### config.mk
export PLATFORM = sky130hd
export DESIGN_NAME = microstep_sequencer
export DESIGN_NICKNAME = d
export VERILOG_FILES = /design/src/rtl/microstep_sequencer.sv
export SDC_FILE = /design/constraint.sdc
export NUM_CORES = 1
export LEC_CHECK = 0
export CORE_AREA = 2 2 39 41
export DETAILED_ROUTE_END_ITERATION = 8
export DIE_AREA = 0 0 41 43
export SETUP_SLACK_MARGIN = 0.05
export SKIP_LAST_GASP = 1
export SLEW_MARGIN = 25
export SYNTH_ARGS = -nofsm -noshare
export SYNTH_HDL_FRONTEND = slang
export SYNTH_SLANG_ARGS = --single-unit
### constraint.sdc
create_clock -name clk -period 4.62 [get_ports clk]
set_clock_uncertainty 0.1 [all_clocks]
set_input_delay 0.924 -clock clk [delete_from_list [all_inputs] [get_ports clk]]
set_output_delay 0.924 -clock clk [all_outputs]
set_load 0.005 [all_outputs]
### src/rtl/microstep_sequencer.sv
// T-state sequencer feeding a 3-to-8 step decoder: step count, decoder enables, halt and early end.
// Optional macro SEQ_SINGLE_STEP_EN adds a synchronised single-step advance source.
module microstep_sequencer #(
  parameter int unsigned LAST_STEP = 5
) (
  input  logic       clk,
  input  logic       rst,
  input  logic       clk_en,
  input  logic       hlt,
  input  logic       step_clr,
  input  logic       resume,
  input  logic       ss_mode,
  input  logic       ss_pulse,
  output logic       step_a,
  output logic       step_b,
  output logic       step_c,
  output logic       dec_g1,
  output logic       dec_g2a,
  output logic       dec_g2b,
  output logic [2:0] step_q,
  output logic       halted,
  output logic       instr_done
);

  // Encoding chosen so bit 0 is "primed" and bit 1 is "halted" directly.
  typedef enum logic [1:0] {
    IDLE = 2'b00,
    RUN  = 2'b01,
    HALT = 2'b11
  } state_t;

  localparam logic [2:0] LAST = 3'(LAST_STEP);

  state_t     state_q, state_d;
  logic [2:0] step_d;
  logic       done_q, done_d;
  logic       advance;

`ifdef SEQ_SINGLE_STEP_EN
  logic ss_s1, ss_s2, ss_dly;

  always_ff @(posedge clk) begin
    if (rst) begin
      ss_s1  <= 1'b0;
      ss_s2  <= 1'b0;
      ss_dly <= 1'b0;
    end else begin
      ss_s1  <= ss_pulse;
      ss_s2  <= ss_s1;
      ss_dly <= ss_s2;
    end
  end

  // In single-step mode only a synchronised rising edge of ss_pulse advances.
  assign advance = ss_mode ? (ss_s2 & ~ss_dly) : clk_en;
`else
  logic unused_ss;
  assign unused_ss = ss_mode ^ ss_pulse;
  assign advance   = clk_en;
`endif

  always_ff @(posedge clk) begin
    if (rst) begin
      state_q <= IDLE;
      step_q  <= 3'd0;
      done_q  <= 1'b0;
    end else begin
      state_q <= state_d;
      step_q  <= step_d;
      done_q  <= done_d;
    end
  end

  always_comb begin
    state_d = state_q;
    step_d  = step_q;
    done_d  = 1'b0;
    case (state_q)
      IDLE: begin
        if (advance) state_d = RUN;
      end
      RUN: begin
        if (advance) begin
          // Halt outranks an early end in the same cycle.
          if (hlt) begin
            state_d = HALT;
          end else if (step_clr || step_q == LAST) begin
            step_d = 3'd0;
            done_d = 1'b1;
          end else begin
            step_d = step_q + 3'd1;
          end
        end
      end
      HALT: begin
        if (resume) state_d = RUN;
      end
      default: state_d = IDLE;
    endcase
  end

  assign halted     = state_q[1];
  assign dec_g1     = ~state_q[1];
  assign dec_g2a    = state_q[1];
  assign dec_g2b    = ~state_q[0];
  assign instr_done = done_q;
  assign step_a     = step_q[2];
  assign step_b     = step_q[1];
  assign step_c     = step_q[0];

endmodule

==> results of run 1 <==
-- area by class of cell --
class	instances	area share, %
tap	16	4.11
timing repair buffer	16	32.9
clock buffer	3	4.63
multi-input combinational	20	31.4
inverter	3	2.31
sequential	6	24.7
-- logic make-up (layout without fill, tap and decap cells) --
family                     count (synthesis)  count (layout)  share of synthesized area (%)
and+or+nand+nor                           12              12                           29.1
AOI/OAI and AO/OA                          6               6                           11.6
buffers and inverters                      7              22                           13.1
adders and majority gates                  2               2                           7.97
DFF                                        6               6                           38.2
-- synth_stat cells, drive strengths merged --
cell type	instances	area share, %
inv	3	3.6
nand2	2	2.4
or4b	1	3.2
dfxtp	6	38
a21oi	3	4.8
nor3	2	3.2
a21o	1	2.4
nor3b	1	2.4
nand4bb	1	8.8
a2bb2oi	1	2.8
buf	4	9.6
o21ai	1	1.6
nor2b	1	2.0
or3	2	4.8
ha	2	8.0
nor2	2	2.4
-- final timing paths --
path	slack, ns	from	depth (start not counted)	to
worst min register to register	0.40	step_q[1]	2	step_q[1]
worst min-delay path	0.40	step_q[1]	2	step_q[1]
worst max-delay path	2.44	step_q[0]	1	step_c
worst max register to register	3.08	step_q[1]	5	step_q[1]
-- routing by layer --
layer  wire (µm)  up-vias
met3          73        0
met2         232       15
met4           0        0
met5           0        -
met1         253      115
li1            -      140
-- registers in the layout, indices dropped and copies added (netlist names) --
register    cells
state_q         2
instr_done      1
step_q          3
-- tightest hold or removal path, cell delays in order, from the launching register on --
cell and delay (ns):
dfxtp_1 0.33, nand2_1 0.07, a21oi_1 0.05
-- where the power goes --
group	switching [µW]	internal, µW
clock network	17.5	29.3
registers	1.41	53.2
logic	4.92	9.86
total	23.9	92.4
-- metrics by stage --
| stage | setup slack (ns) | power [µW] |
|---|---|---|
| floorplan | 2.70 | 61.2 |
| global placement | 2.19 | 70.6 |
| detailed placement | 2.20 | 70.5 |
| CTS | 2.42 | 119 |
| global route | 2.35 | 123 |
| finish | 2.44 | 116 |
-- layout by cell type (no fill, tap or decap) --
master	netlist	final
nand2_1	2	2
dfxtp_1	6	6
inv_1	3	3
nor2b_1	1	1
clkdlybuf4s50_1	0	16
clkbuf_4	0	3
nor3_1	2	2
a21oi_1	3	3
a2bb2oi_1	1	1
nor2_1	2	2
o21ai_0	1	1
or4b_1	1	1
a21o_1	1	1
ha_1	2	2
or3_2	2	2
nor3b_1	1	1
nand4bb_4	1	1
==> flow_summary.yaml, run 1 <==
setup_path:
  critPathTopFamily: "buffers and inverters"
  crit_buf_inv: 1
  data_arrival_time_at_the_worst_slack_endpoint_ns: 1.16
  critPathLaunchType: "flop"
  timing.critical_path.cells: "clkdlybuf4s50_1"
  setup.worst_path.end_class: "output port"
  critical_path_peak_fanout: 6
  worst_ep_required_time_ns: 3.60
  setup.worst_path.class: "reg2out"
  crit_path_max_incr_delay_ns: 0.53
  critical-path-slowest-cell: "clkdlybuf4s50_1"
route:
  detailroute.via_count: 270
  drt-wirelength-per-cell_um: 8.72
  routed_wirelength_um: 558
  dr_pass1_iterations: 4
  vias_per_cell: 4.22
  postRouteAntennaNets: 0
  post-route-drc-count: 0
  dr.first_iter.drc_count: 6
yosys:
  ys.warnings.count: 0
  syn_area_per_cell_um2: 9.52
  gate_count_post_synth: 33
  yosys.cell_types.count: 16
  post_synthesis_cell_area_um2: 314
  seq_area_frac_synth_pct: 38.2
  ys_seq_elements: 6
  synth.net_count: 43
floorplan:
  std_cell_rows: 14
  die_area_um2: 1760
  core_area_um2: 1380
  floorplan.io_pins: 19
  die_height_um: 43
  die_w_um: 41
  initial_core_util_pct: 22.7
power:
  power_leakage_uw: 0.000174
  power.density_cell_area_nw_per_um2: 239
  max-vdd-ir-drop_mv: 0.0995
hold_path:
  classification_of_the_worst_slack_hold_path: "reg2reg"
placement:
  numPortBuffers: 16
  placed_cell_area_um2: 464
  routabilityCongestion: 0.570
  placed_cells_incl_taps: 61
  hpwlAfterDp_um: 428
sta:
  holdWs_ns: 0.398
  finalHoldViolations: 0
  fin_setup_tns_ns: 0
  fmaxAchievable_mhz: 458
  slew_headroom_pct: 85.7
  final_period_minus_worst_setup_slack_ns: 2.18
  final_min_period_over_clock_period_pct: 47.3
  final_max_slew_viol_count: 0
  rsz0062_at_grt: "no"
  timing_worst_slew_pin_value_ns: 0.214
  timing.final.setup_violations: 0
clock_tree:
  clock_tree_from_tritoncts: "built"
  ctsHtreeMaxLevel: 1
  post-cts-setup-buffer-count: 0
  clkTransAtPathRegs_ns: 0.04
  clock_sink_count: 6
  cts_resizes: 0
  cts_hold_repair.buffers: 0
  clock_tree.buffer_depth: 2
  root_buffer: "clkbuf_4"
  worst_skew_late_latency_ns: 0.24
  numCtsBuffers: 3
status:
  outcome: "completed"
global_route:
  global_route.usage.met2_pct: 8.44
  overflow: 0
  grt.met3_usage_pct: 4.19
  grt_max_degree: 8
  gr-usage-all-layers_pct: 7.95
  global_route.peak_usage_layer: "met4"
  number_of_antenna_violations_at_the_first_check_in_global_routing: 0
  grt_pass1_wl_um: 876
  grtUsageMet1_pct: 9.39
  via_count_of_the_first_global_routing_pass: 230
cells_and_area:
  fraction_of_final_layout_cells_sized_beyond_drive_strength_1_pct: 12.5
  multi_input_comb_area_um2: 153
  finish.utilization_pct: 35.2
  flow.area_growth_from_synthesis_pct: 55.0
  stdcell_count: 64
  seqCellArea_um2: 120
  fin_nets: 60
  antenna_cells: 0
  fillers: 150
  finish.instance_area_um2: 487
run:
  number_of_max_capacitance_violations_reported: 0
Power figures use the tool's default switching activity.
==> run 2, diff against run 1 <==
==> constraint.sdc (replaced) <==
create_clock -name clk -period 1.9 [get_ports clk]
set_clock_uncertainty 0.1 [all_clocks]
set_input_delay 0.38 -clock clk [delete_from_list [all_inputs] [get_ports clk]]
set_output_delay 0.38 -clock clk [all_outputs]
set_load 0.005 [all_outputs]
==> run 2 against run 1 <==
  * Largest power group unchanged
  * Worst hold slack gained 0.0042 ns
  * Critical endpoint unchanged
  * First-iteration DRC count shrank 67%
  * Critical path depth is the same
  * Utilization grew 0.54 points
  * Global-route usage grew 0.20 points
  * Total power grew 140%
==> flow_summary.yaml, run 2 (synthesis results as in run 1) <==
cells_and_area:
  fraction_of_final_layout_cells_sized_beyond_drive_strength_1_pct: 14.3
  fin_nets: 61
  largest_register_ffs: 3
  finish.instance_area_um2: 494
  flow.area_growth_from_synthesis_pct: 57.4
  antenna_cells: 0
  stdcell_count: 65
  layout_commonest_cell: "clkdlybuf4s50_1"
  leading_cell_types_in_the_layout_fill_and_taps_excluded: "clkdlybuf4s50_1, dfxtp_1, inv_1, a21oi_1, clkbuf_4"
  register_containing_the_most_flip_flops_in_the_final_layout: "step_q"
  fillers: 162
placement:
  placed_cells_incl_taps: 62
  hpwlAfterDp_um: 452
  routabilityCongestion: 0.598
  placed_cell_area_um2: 472
  numPortBuffers: 16
setup_path:
  critPathLaunchType: "flop"
  setup.worst_path.class: "reg2out"
  data_arrival_time_at_the_worst_slack_endpoint_ns: 1.18
  worst_ep_required_time_ns: 1.42
  crit_buf_inv: 1
  critical_path_peak_fanout: 6
  crit_path_max_incr_delay_ns: 0.53
  critPathTopFamily: "buffers and inverters"
  setup.worst_path.end_class: "output port"
  critical-path-slowest-cell: "clkdlybuf4s50_1"
  timing.critical_path.cells: "clkdlybuf4s50_1"
route:
  detailroute.via_count: 277
  routed_wirelength_um: 556
  vias_per_cell: 4.26
  drt-wirelength-per-cell_um: 8.55
  postRouteAntennaNets: 0
  dr.first_iter.drc_count: 2
  post-route-drc-count: 0
  dr_pass1_iterations: 2
sta:
  timing_worst_slew_pin_value_ns: 0.216
  final_max_slew_viol_count: 0
  slew_headroom_pct: 85.6
  final_min_period_over_clock_period_pct: 87.3
  timing.final.setup_violations: 0
  finalHoldViolations: 0
  fmaxAchievable_mhz: 603
  rsz0062_at_grt: "no"
  final_period_minus_worst_setup_slack_ns: 1.66
  holdWs_ns: 0.402
  fin_setup_tns_ns: 0
global_route:
  gr-usage-all-layers_pct: 8.15
  number_of_antenna_violations_at_the_first_check_in_global_routing: 0
  via_count_of_the_first_global_routing_pass: 246
  global_route.peak_usage_layer: "met2"
  grt.met3_usage_pct: 4.19
  grtUsageMet1_pct: 9.39
  global_route.usage.met2_pct: 10.0
  grt_pass1_wl_um: 910
  overflow: 0
  grt_max_degree: 7
floorplan:
  std_cell_rows: 14
  core_area_um2: 1380
  floorplan.io_pins: 19
  die_height_um: 43
  die_area_um2: 1760
  die_w_um: 41
  initial_core_util_pct: 22.7
power:
  power.density_cell_area_nw_per_um2: 570
  power_leakage_uw: 0.000178
  max-vdd-ir-drop_mv: 0.286
  p_total_uw: 282
clock_tree:
  clkTransAtPathRegs_ns: 0.04
  ctsHtreeMaxLevel: 1
  cts_hold_repair.buffers: 0
  post-cts-setup-buffer-count: 0
  numCtsBuffers: 3
  clock_tree.buffer_depth: 2
  cts_resizes: 0
  worst_skew_late_latency_ns: 0.24
  clock_tree_from_tritoncts: "built"
  root_buffer: "clkbuf_4"
  clock_sink_count: 6
run:
  number_of_max_capacitance_violations_reported: 0
status:
  outcome: "completed"
hold_path:
  classification_of_the_worst_slack_hold_path: "reg2reg"
==> run 2: changes by cell type in the layout (fill, tap and decap cells not counted) <==
| cell | delta |
|---|---|
| buf_4 | +1 |
==> run 2: layout make-up <==
type	count	area (µm²)	share of cell area [%]
Clock buffer	3	22.5	4.56
Inverter	3	11.3	2.28
Multi-Input combinational cell	20	153	30.9
Sequential cell	6	120	24.3
Tap cell	16	20.0	4.05
Timing Repair Buffer	17	168	33.9
==> run 2: final timing paths <==
path / start / to / slack, ns / depth (start not counted)
max: step_q[0] / step_c / 0.24 / 1
min: step_q[1] / step_q[1] / 0.40 / 2
max reg2reg: step_q[1] / step_q[1] / 0.35 / 5
min reg2reg: step_q[1] / step_q[1] / 0.40 / 2
==> run 2: routing by layer <==
layer	up-vias	share of wire, %	wire [µm]
met5	-	0	0
met3	0	13	71
met2	15	42	235
li1	142	-	-
met1	120	45	248
met4	0	0	0
==> run 2: power breakdown <==
group | internal [µW] | switching (µW)
Clock | 71.1 | 40.5
Combinational | 24.8 | 12.2
Sequential | 129 | 3.66
==> run 2: per-stage QoR <==
step / util, % / worst slack (ns)
detailed placement: 34.1 / 0.0333
finish: 35.7 / 0.242
floorplan: - / 0.405
CTS: 35.7 / 0.236
global route: 35.7 / 0.173
global placement: 34.1 / 0.0198
==> run 3, diff against run 2 <==
==> constraint.sdc (replaced) <==
create_clock -name clk -period 1.9 [get_ports clk]
set_clock_uncertainty 0.1 [all_clocks]
set_input_delay 0.57 -clock clk [delete_from_list [all_inputs] [get_ports clk]]
set_output_delay 0.57 -clock clk [all_outputs]
set_load 0.005 [all_outputs]
==> run 3 against run 2 <==
  * Cell count stayed put
  * Flip-flop and latch count stayed put
  * Clock power about the same
  * Critical path depth rose by 1
  * Routed wire length up 1.1%
  * Worst setup slack got worse by 0.15 ns
  * Register-to-register slack gained 0.03 ns
  * Non-clock buffer count unchanged
==> flow_summary.yaml, run 3 (synthesis results as in run 1) <==
clock_tree:
  clock_sink_count: 6
  post-cts-setup-buffer-count: 0
  numCtsBuffers: 3
  clock_tree_from_tritoncts: "built"
  root_buffer: "clkbuf_4"
  ctsHtreeMaxLevel: 1
  cts_hold_repair.buffers: 0
  worst_skew_late_latency_ns: 0.24
  clock_tree.buffer_depth: 2
  clkTransAtPathRegs_ns: 0.04
global_route:
  grtUsageMet1_pct: 8.74
  grt_pass1_wl_um: 869
  number_of_antenna_violations_at_the_first_check_in_global_routing: 0
  grt_max_degree: 7
  global_route.peak_usage_layer: "met2"
  global_route.usage.met2_pct: 9.69
  via_count_of_the_first_global_routing_pass: 244
  gr-usage-all-layers_pct: 7.85
  overflow: 0
  grt.met3_usage_pct: 4.19
route:
  routed_wirelength_um: 562
  dr.first_iter.drc_count: 1
  detailroute.via_count: 278
  post-route-drc-count: 0
  vias_per_cell: 4.28
  drt-wirelength-per-cell_um: 8.65
  dr_pass1_iterations: 2
  postRouteAntennaNets: 0
setup_path:
  setup.worst_path.class: "reg2out"
  critPathLaunchType: "flop"
  worst_ep_required_time_ns: 1.23
  data_arrival_time_at_the_worst_slack_endpoint_ns: 1.14
  setup.worst_path.end_class: "output port"
  critical_path_peak_fanout: 5
placement:
  placed_cell_area_um2: 472
  routabilityCongestion: 0.616
  numPortBuffers: 16
  hpwlAfterDp_um: 431
cells_and_area:
  layout_commonest_cell: "clkdlybuf4s50_1"
  largest_register_ffs: 3
  leading_cell_types_in_the_layout_fill_and_taps_excluded: "clkdlybuf4s50_1, dfxtp_2, inv_1, a21oi_1, clkbuf_4"
  flow.area_growth_from_synthesis_pct: 61.0
  fin_nets: 61
  multi_input_comb_area_um2: 153
  antenna_cells: 0
  fillers: 163
  fraction_of_final_layout_cells_sized_beyond_drive_strength_1_pct: 24.5
  finish.instance_area_um2: 505
  seqCellArea_um2: 126
  register_containing_the_most_flip_flops_in_the_final_layout: "step_q"
power:
  power.density_cell_area_nw_per_um2: 561
  share_seq_of_total_power_pct: 47.1
  power.share.clock_pct: 40.0
  power_switching_share_pct: 20.5
  power_leakage_uw: 0.000196
  max-vdd-ir-drop_mv: 0.271
  p_total_uw: 283
  p_int_uw: 225
  comb_power_share_pct: 12.8
  power.switching_uw: 58.0
sta:
  rsz0062_at_grt: "no"
  fmaxAchievable_mhz: 553
  finalHoldViolations: 0
  timing.final.setup_violations: 0
  final_min_period_over_clock_period_pct: 95.1
  holdWs_ns: 0.380
  final_max_slew_viol_count: 0
  timing_worst_slew_pin_value_ns: 0.222
  slew_headroom_pct: 85.2
  final_period_minus_worst_setup_slack_ns: 1.81
status:
  outcome: "completed"
floorplan:
  die_height_um: 43
  die_area_um2: 1760
  initial_core_util_pct: 22.7
  die_w_um: 41
  core_area_um2: 1380
  floorplan.io_pins: 19
  std_cell_rows: 14
run:
  number_of_max_capacitance_violations_reported: 0
hold_path:
  classification_of_the_worst_slack_hold_path: "reg2reg"
-- run 3: changes by cell type in the layout (fill, tap and decap cells not counted) --
cell,previous run,this run
dfxtp_1,6,1
clkdlybuf4s50_1,16,14
dfxtp_2,0,5
dlymetal6s2s_1,0,2
-- run 3: power groups by stage --
stage | logic (µW) | clock network (µW) | registers (µW)
finish | 36.3 | 113 | 134
global route | 39.8 | 124 | 134
CTS | 37.5 | 121 | 133
detailed placement | 37.3 | 0 | 135
global placement | 37.3 | 0 | 135
floorplan | 14.1 | 0 | 135
-- run 3: repair_timing --
action	CTS	global route
pin swaps	0	1
resized for setup	1	6
setup endpoints to repair	1	9
hold endpoints to repair	0	0
-- run 3: final timing paths --
| check | from | to | slack, ns | cells past startpoint |
|---|---|---|---|---|
| max reg2reg | step_q[1] | step_q[1] | 0.38 | 5 |
| min reg2reg | step_q[1] | step_q[1] | 0.38 | 2 |
| max | state_q[1] | dec_g1 | 0.09 | 2 |
| min | step_q[1] | step_q[1] | 0.38 | 2 |
-- run 3: per-layer routing --
layer,up-vias,wire length [µm]
met5,-,0
met3,0,80
met4,0,0
li1,142,-
met2,15,232
met1,121,249
-- run 3: cell type report --
| type | count | share of cell area [%] |
|---|---|---|
| inverters | 3 | 2.23 |
| multi-input cells | 20 | 30.2 |
| well taps | 16 | 3.96 |
| repair buffers | 17 | 34.2 |
| flip-flops and latches | 6 | 25.0 |
| clock buffers | 3 | 4.46 |
-- run 3: critical path, cell delays in order, from the launching register on --
cell and delay [ns]:
dfxtp_2 0.33, inv_1 0.07, clkdlybuf4s50_1 0.50
-- run 3: stage by stage --
step	utilization (%)	cells	worst slack, ns	setup TNS (ns)
detailed placement	34.1	62	-0.158	-0.399
floorplan	-	33	0.335	0
CTS	35.8	65	0.0500	0
global placement	34.1	62	-0.170	-0.421
finish	36.5	65	0.0932	0
global route	36.5	65	0.0505	0
